File: config.mk
export PLATFORM = sky130hd
export DESIGN_NAME = memarb
export DESIGN_NICKNAME = d
export VERILOG_FILES = /design/src/rtl/memarb.sv
export SDC_FILE = /design/constraint.sdc
export NUM_CORES = 1
export LEC_CHECK = 0
export BUFFER_PORTS_ARGS = -buffer_cell sky130_fd_sc_hd__buf_2
export CORE_MARGIN = 2
export CORE_UTILIZATION = 48
export DETAILED_ROUTE_END_ITERATION = 10
export PLACE_DENSITY = 0.8
export REMOVE_ABC_BUFFERS = 1
export SLEW_MARGIN = 20
export SYNTH_ARGS = -nofsm -noshare
export SYNTH_HDL_FRONTEND = slang
export SYNTH_SLANG_ARGS = --single-unit
File: constraint.sdc
create_clock -name clk -period 2.47 [get_ports clk]
set_clock_uncertainty 0.1 [all_clocks]
set_input_delay 0.247 -clock clk [delete_from_list [all_inputs] [get_ports clk]]
set_output_delay 0.247 -clock clk [all_outputs]
set_load 0.1 [all_outputs]
File: src/rtl/memarb.sv
// memarb: shares one external memory port between the cpu and dma requesters.
// Define MEMARB_RR_EN for round-robin arbitration; the default is fixed cpu-over-dma.
module memarb #(
  parameter int TIMEOUT = 255,
  parameter int CNTW    = 16
) (
  input  logic        clk,
  input  logic        rstn,
  input  logic        cpureq,
  input  logic        cpuwr,
  input  logic [21:0] cpuaddr,
  input  logic [15:0] cpuwdata,
  output logic        cpuack,
  output logic        cpuerr,
  output logic [15:0] cpurdata,
  input  logic        dmareq,
  input  logic        dmawr,
  input  logic [21:0] dmaaddr,
  input  logic [15:0] dmawdata,
  output logic        dmaack,
  output logic        dmaerr,
  output logic [15:0] dmardata,
  output logic        memreq,
  output logic        memwr,
  output logic [21:0] memaddr,
  output logic [15:0] memwdata,
  input  logic        memack,
  input  logic [15:0] memrdata,
  output logic        busy
);

  typedef enum logic {
    S_IDLE = 1'b0,
    S_WAIT = 1'b1
  } state_t;

  localparam logic OWN_CPU = 1'b0;
  localparam logic OWN_DMA = 1'b1;
  localparam logic [CNTW-1:0] TO_C = CNTW'(TIMEOUT);

  state_t state_q, state_d;

  logic        cpu_pend_q, cpu_pend_d;
  logic        cpu_wr_q, cpu_wr_d;
  logic [21:0] cpu_addr_q, cpu_addr_d;
  logic [15:0] cpu_wdata_q, cpu_wdata_d;

  logic        dma_pend_q, dma_pend_d;
  logic        dma_wr_q, dma_wr_d;
  logic [21:0] dma_addr_q, dma_addr_d;
  logic [15:0] dma_wdata_q, dma_wdata_d;

  logic            owner_q, owner_d;
  logic [CNTW-1:0] cnt_q, cnt_d;

  logic        memreq_q, memreq_d;
  logic        memwr_q, memwr_d;
  logic [21:0] memaddr_q, memaddr_d;
  logic [15:0] memwdata_q, memwdata_d;

  logic        cpuack_q, cpuack_d;
  logic        cpuerr_q, cpuerr_d;
  logic [15:0] cpurdata_q, cpurdata_d;
  logic        dmaack_q, dmaack_d;
  logic        dmaerr_q, dmaerr_d;
  logic [15:0] dmardata_q, dmardata_d;

  logic            cpu_cap, dma_cap;
  logic            any_pend, grant_dma;
  logic            start, done_ack, done_to, done;
  logic [CNTW-1:0] cnt_nxt;
  logic            hit_to;

`ifdef MEMARB_RR_EN
  logic last_q, last_d;
`endif

  assign cpu_cap  = cpureq && !cpu_pend_q;
  assign dma_cap  = dmareq && !dma_pend_q;
  assign any_pend = cpu_pend_q || dma_pend_q;

`ifdef MEMARB_RR_EN
  // With both pending, the port that did not win last time goes next.
  assign grant_dma = dma_pend_q && (!cpu_pend_q || (last_q == OWN_CPU));
`else
  assign grant_dma = !cpu_pend_q;
`endif

  // The counter reaches TIMEOUT on the edge where this comparison holds.
  assign cnt_nxt  = cnt_q + CNTW'(1);
  assign hit_to   = (cnt_nxt == TO_C);
  assign start    = (state_q == S_IDLE) && any_pend;
  assign done_ack = (state_q == S_WAIT) && memack;
  assign done_to  = (state_q == S_WAIT) && !memack && hit_to;
  assign done     = done_ack || done_to;

  always_ff @(posedge clk or negedge rstn) begin
    if (!rstn) begin
      state_q <= S_IDLE;
    end else begin
      state_q <= state_d;
    end
  end

  always_comb begin
    state_d = state_q;
    case (state_q)
      S_IDLE: if (any_pend) state_d = S_WAIT;
      S_WAIT: if (memack || hit_to) state_d = S_IDLE;
      default: state_d = S_IDLE;
    endcase
  end

  always_comb begin
    busy = (state_q == S_WAIT);

    memreq_d   = start;
    memwr_d    = memwr_q;
    memaddr_d  = memaddr_q;
    memwdata_d = memwdata_q;
    owner_d    = owner_q;
    if (start) begin
      owner_d    = grant_dma;
      memwr_d    = grant_dma ? dma_wr_q    : cpu_wr_q;
      memaddr_d  = grant_dma ? dma_addr_q  : cpu_addr_q;
      memwdata_d = grant_dma ? dma_wdata_q : cpu_wdata_q;
    end

    cpuack_d   = done && (owner_q == OWN_CPU);
    cpuerr_d   = done_to && (owner_q == OWN_CPU);
    cpurdata_d = (done_ack && (owner_q == OWN_CPU)) ? memrdata : cpurdata_q;
    dmaack_d   = done && (owner_q == OWN_DMA);
    dmaerr_d   = done_to && (owner_q == OWN_DMA);
    dmardata_d = (done_ack && (owner_q == OWN_DMA)) ? memrdata : dmardata_q;
  end

  always_comb begin
    cnt_d = cnt_q;
    if (start) begin
      cnt_d = '0;
    end else if (state_q == S_WAIT) begin
      cnt_d = cnt_nxt;
    end
  end

  // Capture and completion never touch the same port on one edge: capture
  // needs the flag clear, completion needs it set.
  always_comb begin
    cpu_pend_d  = cpu_pend_q;
    cpu_wr_d    = cpu_wr_q;
    cpu_addr_d  = cpu_addr_q;
    cpu_wdata_d = cpu_wdata_q;
    if (cpu_cap) begin
      cpu_pend_d  = 1'b1;
      cpu_wr_d    = cpuwr;
      cpu_addr_d  = cpuaddr;
      cpu_wdata_d = cpuwdata;
    end else if (done && (owner_q == OWN_CPU)) begin
      cpu_pend_d = 1'b0;
    end

    dma_pend_d  = dma_pend_q;
    dma_wr_d    = dma_wr_q;
    dma_addr_d  = dma_addr_q;
    dma_wdata_d = dma_wdata_q;
    if (dma_cap) begin
      dma_pend_d  = 1'b1;
      dma_wr_d    = dmawr;
      dma_addr_d  = dmaaddr;
      dma_wdata_d = dmawdata;
    end else if (done && (owner_q == OWN_DMA)) begin
      dma_pend_d = 1'b0;
    end
  end

`ifdef MEMARB_RR_EN
  assign last_d = start ? grant_dma : last_q;

  always_ff @(posedge clk or negedge rstn) begin
    if (!rstn) begin
      last_q <= OWN_DMA;
    end else begin
      last_q <= last_d;
    end
  end
`endif

  always_ff @(posedge clk or negedge rstn) begin
    if (!rstn) begin
      cpu_pend_q  <= 1'b0;
      cpu_wr_q    <= 1'b0;
      cpu_addr_q  <= '0;
      cpu_wdata_q <= '0;
      dma_pend_q  <= 1'b0;
      dma_wr_q    <= 1'b0;
      dma_addr_q  <= '0;
      dma_wdata_q <= '0;
      owner_q     <= OWN_CPU;
      cnt_q       <= '0;
    end else begin
      cpu_pend_q  <= cpu_pend_d;
      cpu_wr_q    <= cpu_wr_d;
      cpu_addr_q  <= cpu_addr_d;
      cpu_wdata_q <= cpu_wdata_d;
      dma_pend_q  <= dma_pend_d;
      dma_wr_q    <= dma_wr_d;
      dma_addr_q  <= dma_addr_d;
      dma_wdata_q <= dma_wdata_d;
      owner_q     <= owner_d;
      cnt_q       <= cnt_d;
    end
  end

  always_ff @(posedge clk or negedge rstn) begin
    if (!rstn) begin
      memreq_q   <= 1'b0;
      memwr_q    <= 1'b0;
      memaddr_q  <= '0;
      memwdata_q <= '0;
      cpuack_q   <= 1'b0;
      cpuerr_q   <= 1'b0;
      cpurdata_q <= '0;
      dmaack_q   <= 1'b0;
      dmaerr_q   <= 1'b0;
      dmardata_q <= '0;
    end else begin
      memreq_q   <= memreq_d;
      memwr_q    <= memwr_d;
      memaddr_q  <= memaddr_d;
      memwdata_q <= memwdata_d;
      cpuack_q   <= cpuack_d;
      cpuerr_q   <= cpuerr_d;
      cpurdata_q <= cpurdata_d;
      dmaack_q   <= dmaack_d;
      dmaerr_q   <= dmaerr_d;
      dmardata_q <= dmardata_d;
    end
  end

  assign memreq   = memreq_q;
  assign memwr    = memwr_q;
  assign memaddr  = memaddr_q;
  assign memwdata = memwdata_q;
  assign cpuack   = cpuack_q;
  assign cpuerr   = cpuerr_q;
  assign cpurdata = cpurdata_q;
  assign dmaack   = dmaack_q;
  assign dmaerr   = dmaerr_q;
  assign dmardata = dmardata_q;

endmodule

Word-level counts from Yosys, hierarchy flattened
Index checks and enable logic that the tools add are counted.
- register bits: 174
- input port bits: 99
- reduce and logical (&&, ||, !) cells: 21
- muxes and demuxes: 12
- equality and inequality tests: 1
- bitwise gates (word level): 2
- add/sub/neg operators: 1
- operators with widths (kind ; count):
    $mux W16 ; 3
    $mux W22 ; 1
    $add A16 B1 Y16 const B ; 1
    $eq A16 B8 Y1 const B ; 1
    $logic_and A1 B1 Y1 ; 12
    $mux W1 ; 7
    $reduce_bool A2 Y1 ; 3
    $logic_not A1 Y1 ; 3
    $logic_or A1 B1 Y1 ; 3
    $not A1 Y1 ; 2
    $pmux W1 S2 ; 1

Depth between registers and ports, before layout
- word-level depth: 7
- mapped depth: 8
- mapped depth without buffers: 7

Worst setup path before layout
OpenSTA, ideal clock, no wires.
- path type: register to register
- start point: register state_q, in the netlist busy
- end point: register cpurdata_q[10], in the netlist cpurdata[10]
- required time: 2.244 ns
- path slack: 0.012 ns
- setup time: 0.126 ns
- buffers on the path: 2
- arrival time: 2.232 ns
- cell stages (with the launch flop): 7
- path through: dfrtp_1 > buf_2 > inv_1 > nor2_1 > nand2_1 > clkbuf_1 > mux2_2
- cells in the longest elaborated chain, start to end: 2
- RTL lines (what ; line ; source):
    start, declared ; 41 ; state_t state_q, state_d;
    start signal, assigned ; 101 ; state_q <= state_d;
    $logic_and A1 B1 Y1 ; 93 ; assign done_ack = (state_q == S_WAIT) && memack;
    $logic_and A1 B1 Y1 ; 131 ; cpurdata_d = (done_ack && (owner_q == OWN_CPU)) ? memrdata : cpurdata_q;
    end signal, assigned ; 233 ; cpurdata_q <= cpurdata_d;
    end, declared ; 63 ; logic [15:0] cpurdata_q, cpurdata_d;
Every way passes these cells.
A chain may end at the register's enable or synchronous reset.

Worst setup path in the final report
- start point: register cnt_q[1]
- end point: register cpu_pend_q
- cells in the longest elaborated chain, start to end: 6
- RTL lines (what ; line ; source):
    start, declared ; 54 ; logic [CNTW-1:0] cnt_q, cnt_d;
    start signal, assigned ; 210 ; cnt_q <= cnt_d;
    $add A16 B1 Y16 ; 90 ; assign cnt_nxt = cnt_q + CNTW'(1);
    $eq A16 B8 Y1 ; 91 ; assign hit_to = (cnt_nxt == TO_C);
    $logic_and A1 B1 Y1 ; 94 ; assign done_to = (state_q == S_WAIT) && !memack && hit_to;
    $logic_or A1 B1 Y1 ; 95 ; assign done = done_ack || done_to;
    $logic_and A1 B1 Y1 ; 158 ; end else if (done && (owner_q == OWN_CPU)) begin
    $reduce_bool A2 Y1 (no source line) ; -- ;
    end signal, assigned ; 201 ; cpu_pend_q <= cpu_pend_d;
    end, declared ; 43 ; logic cpu_pend_q, cpu_pend_d;
Every way passes these cells.

==> metrics <==
GRT Overall Usage=0.2261; wirelength, routed=17,560 um; Routability Congestion=0.9735; I/O pin total=176; number of synthesized flops with an enable pin=0; pin count of the biggest net entering global routing=79; root buffer cell=clkbuf_16; Critical Path RT=2.64 ns; Core Area=14,590 um^2; Gate Count Post-Synth=547; DR vias=5,346; Area Overhead vs Synth=38.83%; mux share of post-synthesis cell area=0.2271; final setup vio count=0; area leader, netlist=dfrtp_1; crit end category=flop; clk slew on worst S/H paths=0.06 ns; CTS tree=built; Fin Setup TNS=0 ns; Synth Area in Compound Gates=0.05669; Cell Rows=44; Via density=5.236; dominant cells by area after synthesis=dfrtp_1 60%, mux2_2 17%, mux2i_1 5.5%; clk_lat worst skew=0.43 ns; min Tclk post-route=2.388 ns; post-synth top area share=0.6033; WL/cell=17.20 um; Ant. Diodes=0; R2R Setup Slk=0.08 ns; Synth Area in Simple Gates=0.06848; Clock Tree Buf Depth=2; crit share post-route=0.9667; Slew HR=0.6559; Final HPWL DP=10,820 um; fin nets=926; vias in the first global route=5,785; Slew Limit Fails=0; Synth Warn #=0; layout cells sized above 1=0.4301; Synth Flop Type=dfrtp_1; Final Util=0.6868; largest family of logic cells by synthesized area=multiplexers; first-pass GRT wire length=28,840 um; initial antenna violation count=1; grt ovf=0; clock sink total=174; synth unique cells=45; sequential share of the synthesized area=0.6033; TritonCTS Buffers=17; die area=16,030 um^2; Synth Area in Adders=0.003467; Synth async-reset ratio=1.000; post-route ant nets=0; Critical Path AT=2.55 ns; fmax=418.8 MHz; Die Ht=126.6 um; Critical Path Fanout Max=7; CTS HTree Levels=4; Hold Path Class=in -> async; critical path type=reg -> reg; Port Buffers=175; post-synthesis cell area=7217 um^2; # DRC=0; total of max-cap violations=0; status=completed; drt initial violations=206; Horiz. Die Dim=126.6 um; XOR/XNOR Fraction of Synth Area=0.01820; unrepaired setup endpoints after global routing=false; initial core utilization=0.4947; number of synthesized register bits=174; CP startpoint kind=flop; Worst Tran Pin Value=0.5197 ns; first drt pass iteration count=4; Post-Syn Area per Cell=13.19 um^2; Final Hold Vio Count=0
-- cell usage after synthesis, types with 4 or more instances --
cell      instances
mux2_2          110
nor2_1            6
nand3_1           4
inv_1             5
nand2_1          58
clkbuf_1         25
o21ai_0          52
xnor2_1           7
nor3_1            4
dfrtp_1         174
nand4_1           4
mux2i_1          40
a22o_1            4
xor2_1            8
-- timing repair --
item                       in CTS  in global routing
setup endpoints to repair       2                  5
hold buffers                   96                  0
hold endpoints to repair      207                  0
resized for setup               6                  6
pin swaps                       1                  1
setup buffers                   0                  2
-- layout by cell type (no fill, tap or decap), types with 3 or more instances in the layout --
cell type	instances
a22o_1	4
dfrtp_2	8
nand2_1	58
nor2_1	6
nor3_1	4
a21oi_1	3
dfrtp_1	166
mux2_2	110
clkbuf_8	4
inv_1	5
buf_4	17
o21ai_0	52
dlygate4sd3_1	96
bufinv_16	3
nand3_1	4
buf_2	174
nand4_1	4
mux2i_1	40
buf_12	3
xnor2_1	7
clkbuf_16	17
xor2_1	8
-- stage by stage --
stage	std cells	worst slack, ns	instance area [um^2]	hold WS (ns)
global placement	892	0.1330	8384	0.04016
detailed placement	892	-0.02583	8384	0.04145
CTS	1019	0.01521	9988	0.1563
finish	1021	0.08227	10020	0.1575
global route	1021	0.009523	10020	0.1759
floorplan	515	-1.815	7072	-0.1486
-- flip-flops by register name, summed over array words and instances, names as in the netlist, 16 cells and up --
signal       flops
cpu_addr_q      22
dmardata        16
cnt_q           16
memwdata        16
dma_addr_q      22
memaddr         22
cpu_wdata_q     16
dma_wdata_q     16
cpurdata        16
-- cells by family (layout without fill, tap and decap cells) --
logic type | count (synthesis) | in the layout
multiplexers | 150 | 150
AND/OR/NAND/NOR | 99 | 99
adder cells (fa/ha/maj) | 2 | 2
buffers and inverters | 37 | 327
flip-flops | 174 | 174
AO/OA/AOI/OAI | 70 | 70
XOR/XNOR | 15 | 15
-- worst paths after layout --
path | start | endpoint | depth (start not counted)
max | cnt_q[1] | cpu_pend_q | 6
min | rstn | dmardata[2] | 2
max reg2reg | cnt_q[1] | cpu_pend_q | 6
min reg2reg | memwdata[10] | memwdata[10] | 2
max in group asynchronous | rstn | dma_wdata_q[0] | 3
min in group clk | dmareq | dma_pend_q | 5
-- worst max-delay path: stages (launching register included) --
cell and delay (ns):
dfrtp_2 0.44, nand4_1 0.21, nor4_2 0.32, xor2_1 0.13, or4_4 0.57, a211oi_4 0.30, a41oi_1 0.16
-- cell type report --
cell class	instances	area (um^2)
clock inverters	8	130.1
multi-input cells	336	2758
clock buffers	23	488.0
flip-flops and latches	174	4364
fillers	981	4569
well taps	184	230.2
inverters	5	18.77
repair buffers	291	2031
-- metal layers --
| metal | track usage | share of wire | up-vias |
|---|---|---|---|
| met1 | 0.2717 | 0.41 | 2674 |
| met3 | 0.06622 | 0.068 | 18 |
| met5 | 0 | 0.00046 | - |
| met2 | 0.3967 | 0.51 | 179 |
| li1 | - | - | 2473 |
| met4 | 0.06399 | 0.0093 | 2 |
Power is not shown: default switching activity piles up to over one toggle a cycle in this logic, so the estimate is an artifact.
